## config.mk

```make
export PLATFORM = sky130hd
export DESIGN_NAME = bf16_add_arbiter
export DESIGN_NICKNAME = d
export VERILOG_FILES = /design/src/rtl/bf16_add_arbiter.sv
export SDC_FILE = /design/constraint.sdc
export NUM_CORES = 1
export LEC_CHECK = 0
export ABC_AREA = 1
export CELL_PAD_IN_SITES_DETAIL_PLACEMENT = 1
export CELL_PAD_IN_SITES_GLOBAL_PLACEMENT = 1
export CORE_MARGIN = 2
export CORE_UTILIZATION = 27
export CTS_CLUSTER_SIZE = 24
export DETAILED_ROUTE_END_ITERATION = 7
export HOLD_SLACK_MARGIN = 0.06
export PLACE_DENSITY = 0.93
export SETUP_SLACK_MARGIN = 0.3
export SLEW_MARGIN = 20
export SYNTH_ARGS = -nofsm -noshare
export SYNTH_HDL_FRONTEND = slang
export SYNTH_HIERARCHICAL = 1
export SYNTH_SLANG_ARGS = --single-unit
```

## constraint.sdc

```tcl
create_clock -name clk -period 2.6 [get_ports clk]
set_input_delay 0.26 -clock clk [delete_from_list [all_inputs] [get_ports clk]]
set_output_delay 0.26 -clock clk [all_outputs]
set_load 0.1 [all_outputs]
```

## src/rtl/bf16_add_arbiter.sv

```systemverilog
// Round-robin front end that time-shares one pipelined BF16 adder among NUM_REQ
// requesters; a tag pipeline matched to the adder latency routes each sum back.

module bf16_add_arbiter_lane #(
  parameter int IDX_W = 2,
  parameter int LANE  = 0
) (
  input  logic             tag_vld,
  input  logic [IDX_W-1:0] tag_idx,
  output logic             rsp_valid
);
  assign rsp_valid = tag_vld && (tag_idx == IDX_W'(LANE));
endmodule

module bf16_add_arbiter #(
  parameter int NUM_REQ     = 4,
  parameter int DATA_TYPE   = 16,
  parameter int ADD_LATENCY = 2
) (
  input  logic                         clk,
  input  logic                         rst,
  input  logic                         en,
  input  logic [NUM_REQ-1:0]           req_valid,
  input  logic [NUM_REQ*DATA_TYPE-1:0] req_A,
  input  logic [NUM_REQ*DATA_TYPE-1:0] req_B,
  output logic [NUM_REQ-1:0]           req_ready,
  output logic [DATA_TYPE-1:0]         add_A,
  output logic [DATA_TYPE-1:0]         add_B,
  input  logic [DATA_TYPE-1:0]         add_O,
  output logic [NUM_REQ-1:0]           rsp_valid,
  output logic [DATA_TYPE-1:0]         rsp_O,
  output logic                         busy,
  output logic [31:0]                  issue_count
);
  localparam int IDX_W  = $clog2(NUM_REQ);
  localparam int CW     = IDX_W + 1;
  localparam int STAGES = ADD_LATENCY;

  logic [NUM_REQ-1:0][DATA_TYPE-1:0] a_arr, b_arr;
  assign a_arr = req_A;
  assign b_arr = req_B;

  logic [IDX_W-1:0]             rr_ptr, gnt_idx, nxt_ptr;
  logic [CW-1:0]                cand;
  logic                         gnt_any;
  logic [STAGES:0]              vld_pipe;
  logic [STAGES:0][IDX_W-1:0]   idx_pipe;

  // Search from rr_ptr upward with wrap; first valid requester wins.
  always_comb begin
    gnt_any = 1'b0;
    gnt_idx = '0;
    cand    = '0;
    for (int k = 0; k < NUM_REQ; k++) begin
      cand = {1'b0, rr_ptr} + CW'(k);
      if (cand >= CW'(NUM_REQ)) cand = cand - CW'(NUM_REQ);
      if (!gnt_any && en && !rst && req_valid[cand[IDX_W-1:0]]) begin
        gnt_any = 1'b1;
        gnt_idx = cand[IDX_W-1:0];
      end
    end
  end

  always_comb begin
    req_ready = '0;
    if (gnt_any) req_ready[gnt_idx] = 1'b1;
  end

  assign nxt_ptr = (gnt_idx == IDX_W'(NUM_REQ-1)) ? '0 : gnt_idx + 1'b1;

  // A grant is only ever given to a valid requester, so gnt_any is the transfer.
  always_ff @(posedge clk or posedge rst) begin
    if (rst) begin
      rr_ptr      <= '0;
      add_A       <= '0;
      add_B       <= '0;
      issue_count <= '0;
      vld_pipe    <= '0;
      idx_pipe    <= '0;
    end else begin
      if (gnt_any) begin
        rr_ptr      <= nxt_ptr;
        add_A       <= a_arr[gnt_idx];
        add_B       <= b_arr[gnt_idx];
        issue_count <= issue_count + 32'd1;
      end else begin
        add_A <= '0;
        add_B <= '0;
      end
      vld_pipe[0] <= gnt_any;
      idx_pipe[0] <= gnt_idx;
      for (int s = 1; s <= STAGES; s++) begin
        vld_pipe[s] <= vld_pipe[s-1];
        idx_pipe[s] <= idx_pipe[s-1];
      end
    end
  end

  // The last tag stage lines up with the cycle add_O holds that operation's sum.
  for (genvar i = 0; i < NUM_REQ; i++) begin : g_lane
    bf16_add_arbiter_lane #(.IDX_W(IDX_W), .LANE(i)) u_lane (
      .tag_vld   (vld_pipe[STAGES]),
      .tag_idx   (idx_pipe[STAGES]),
      .rsp_valid (rsp_valid[i])
    );
  end

  assign rsp_O = add_O;
  assign busy  = |vld_pipe;
endmodule

```

==> results by group <==
Outcome
  – Status: finished, violations left
  – Failing checks: setup timing

Synth
  – Syn avg cell area: 6.990 µm²
  – Simple-gate portion of the synthesized area: 39.33%
  – Post-Synth Adder-Cell Area: 0.5304%
  – Mapped Cells: 675
  – Synth top area share: 39.78%
  – #FFs+latches synth: 75
  – Post-synthesis compound-gate area fraction: 6.046%
  – Yosys top cell by area: dfrtp_1
  – Count of cell types in the netlist: 26
  – Post-synthesis mux area share: 0%
  – Synth warnings: 6
  – Syn Nets: 828
  – Top cells by area, synth: dfrtp_1, nand2_1, nor2_1, o21bai_1, nand3_1
  – Mapped Area: 4718 µm²
  – XOR/XNOR Fraction of Synth Area: 5.383%
  – Main combinational cell family by area after synthesis: simple AND/OR/NAND/NOR gates
  – Register area share after synthesis: 39.78%

Die
  – Chip Height: 136.2 µm
  – FP Rows: 48
  – Die Footprint: 18,550 µm²
  – I/O pin count: 240
  – Initial core utilization: 27.47%
  – Core Box Area: 17,180 µm²
  – Die width: 136.2 µm

Placement
  – I/O Buffers: 207
  – Final GP Congestion: 0.8819
  – Placed wire-length estimate: 13,550 µm

Clock network
  – H-tree level count: 3
  – Clock net sink count: 75
  – TritonCTS buffer count: 9
  – Clk slew on worst S/H paths: 0.07 ns
  – Root buf cell: clkbuf_16
  – Max clock buf depth: 2
  – CTS tree: done
  – Clk_lat worst skew: 0.35 ns
  – Hold buffers post-CTS: 0

Drt
  – Total wire length: 18,590 µm
  – Vias per inst: 4.722
  – Detail Route Antenna Nets: 0
  – DR DRC count: 0
  – DR pass1 iterations: 4
  – DRT iter0 DRCs: 177
  – Vias: 5,246
  – Wirelength per Cell: 16.73 µm

Power and ir drop
  – Sequential share of power: 18.5%
  – Power share of the clock group: 13.7%
  – PD cells: 1275 nW/µm²
  – Power Total: 9.491 mW
  – Combinational power share: 67.8%
  – P_int: 4.119 mW
  – Peak supply drop: 0.9419 mV
  – Switching portion of total power: 56.60%
  – Sw Pwr: 5.371 mW
  – Leak: 3.755 nW

Critical path
  – Slowest CP cell: dfrtp_2
  – CP startpoint kind: flip-flop
  – Critical Path RT: 2.34 ns
  – Crit path top cell by count: nand2_2
  – Flop-to-flop setup slack: 0.23 ns
  – Worst-path fanout max: 8
  – Max incr delay on CP: 0.48 ns
  – Setup Crit Path Kind: reg -> out
  – Critical Path Sink Type: output pin
  – CP cell instances: inv_4, nand2_2, nand2_2, nand2_1, nand2_2, nand2_4, nand2_2, nand2_4, nand4_1, nand2_4, buf_4, nor3_4, buf_12
  – Worst path arrival time: 2.45 ns

Global routing
  – Vias in the first global route: 5,747
  – Initial antenna violation count: 0
  – First-pass GRT wire length: 29,270 µm
  – Largest net degree at the start of global routing: 48
  – Grt ovf: 0
  – All-Layer GR Usage: 20.48%

Layout
  – Final net count: 1,034
  – Commonest non-fill, non-tap cell in the layout: nand2_1
  – Layout cells sized above 1: 19.86%
  – Ant diodes: 0
  – Layout area overhead: 57.78%
  – Filler cell count in the final layout: 2,105
  – Commonest non-fill, non-tap cells in the layout: nand2_1, clkdlybuf4s50_1, buf_4

Timing
  – RSZ-0062 raised after global routing: yes
  – Final Setup Violations: 4
  – Period minus WS final: 2.712 ns
  – Final Cycle Share: 104.3%
  – Final Max Tran Viols: 0
  – Worst Setup Slack, final: -0.1119 ns
  – Fmax: 368.8 MHz
  – Total Neg Setup Slack: -0.3433 ns
  – Final Hold Viols: 0
  – Final Skew: 0.009288 ns
  – Rel. slew slack: 60.04%
  – Worst slew pin tran: 0.5994 ns

Job
  – MaxCap Viol Count: 0

Worst hold path
  – Tightest Hold Check Type: in -> async
## final cells by class
| type | instances | area, µm² | area share, % |
|---|---|---|---|
| inverter | 36 | 146.4 | 1.966 |
| clock buffer | 9 | 225.2 | 3.025 |
| tap | 225 | 281.5 | 3.782 |
| timing repair buffer | 240 | 2262 | 30.39 |
| clock inverter | 7 | 75.07 | 1.008 |
| sequential | 75 | 1883 | 25.29 |
| multi-input combinational | 519 | 2571 | 34.54 |
## stage by stage
step | area [µm²] | setup slack [ns] | instances | utilization (%) | hold slack, ns
2_1_floorplan | 4776 | 0.06726 | 675 | - | 0.3312
3_3_place_gp | 6840 | 0.1915 | 1077 | 39.82 | 0.3352
3_5_place_dp | 6840 | 0.06944 | 1077 | 39.82 | 0.3372
4_1_cts | 7298 | 0.03193 | 1105 | 42.49 | 0.3337
5_1_grt | 7445 | -0.1988 | 1111 | 43.34 | 0.3639
6_report | 7445 | -0.1119 | 1111 | 43.34 | 0.3002
## power by group through the flow
stage / Sequential [mW] / Combinational, mW / Clock (mW)
2_1_floorplan: 3.30 / 2.90 / 0
5_1_grt: 1.80 / 6.92 / 1.39
3_5_place_dp: 1.77 / 5.93 / 0
3_3_place_gp: 1.76 / 5.78 / 0
6_report: 1.76 / 6.43 / 1.30
4_1_cts: 1.75 / 6.19 / 1.34
## routing by layer
layer | part of all wire (%) | vias up | track usage, %
met3 | 7.7 | 23 | 5.257
met1 | 39 | 2512 | 23.23
met4 | 1.9 | 0 | 6.771
li1 | - | 2515 | -
met5 | 0 | - | 0
met2 | 52 | 196 | 37.21
## Yosys cell counts (all sizes together)
cell    count
and3        1
buf        42
clkbuf      3
clkinv      1
dfrtp      75
ha          2
inv        35
nand2     268
nand3      45
nand3b      1
nand4      15
nor2      101
nor3       12
nor4        3
o21ai       9
o21bai     32
or3         1
xnor2      10
xor2       19
## sequential cells by signal, summed over array words and instances, names as in the netlist
signal and flops:
add_B 16, issue_count 32, vld_pipe 3, idx_pipe 6, add_A 16, rr_ptr 2
## final timing paths
check                            startpoint              end  cells after the start
worst min register to register  idx_pipe[3]      idx_pipe[5]                      0
min in group clk                idx_pipe[3]      idx_pipe[5]                      0
worst min-delay path                    rst         add_B[3]                      2
worst max-delay path              rr_ptr[0]     req_ready[0]                     13
max in group asynchronous               rst   issue_count[0]                      3
worst max register to register    rr_ptr[0]  issue_count[13]                     13
## critical path, delay by kind of cell (launching register included)
family	cells	cell delay, ns
AND/OR/NAND/NOR	10	1.12
flip-flops	1	0.48
buffers and inverters	3	0.50
## logic make-up (layout without fill, tap and decap cells)
| logic type | count (synthesis) | after routing |
|---|---|---|
| AO/OA/AOI/OAI | 41 | 41 |
| flip-flops | 75 | 75 |
| buffers and inverters | 81 | 292 |
| adder cells (fa/ha/maj) | 2 | 2 |
| AND/OR/NAND/NOR | 447 | 447 |
| XOR/XNOR | 29 | 29 |
## repair_timing
item / CTS / global route
gates resized for setup: 21 / 28
setup endpoints to repair: 36 / 44
buffers inserted: 12 / 6
pin swaps: 11 / 17
Note: power is estimated with default switching activity, not from simulation.
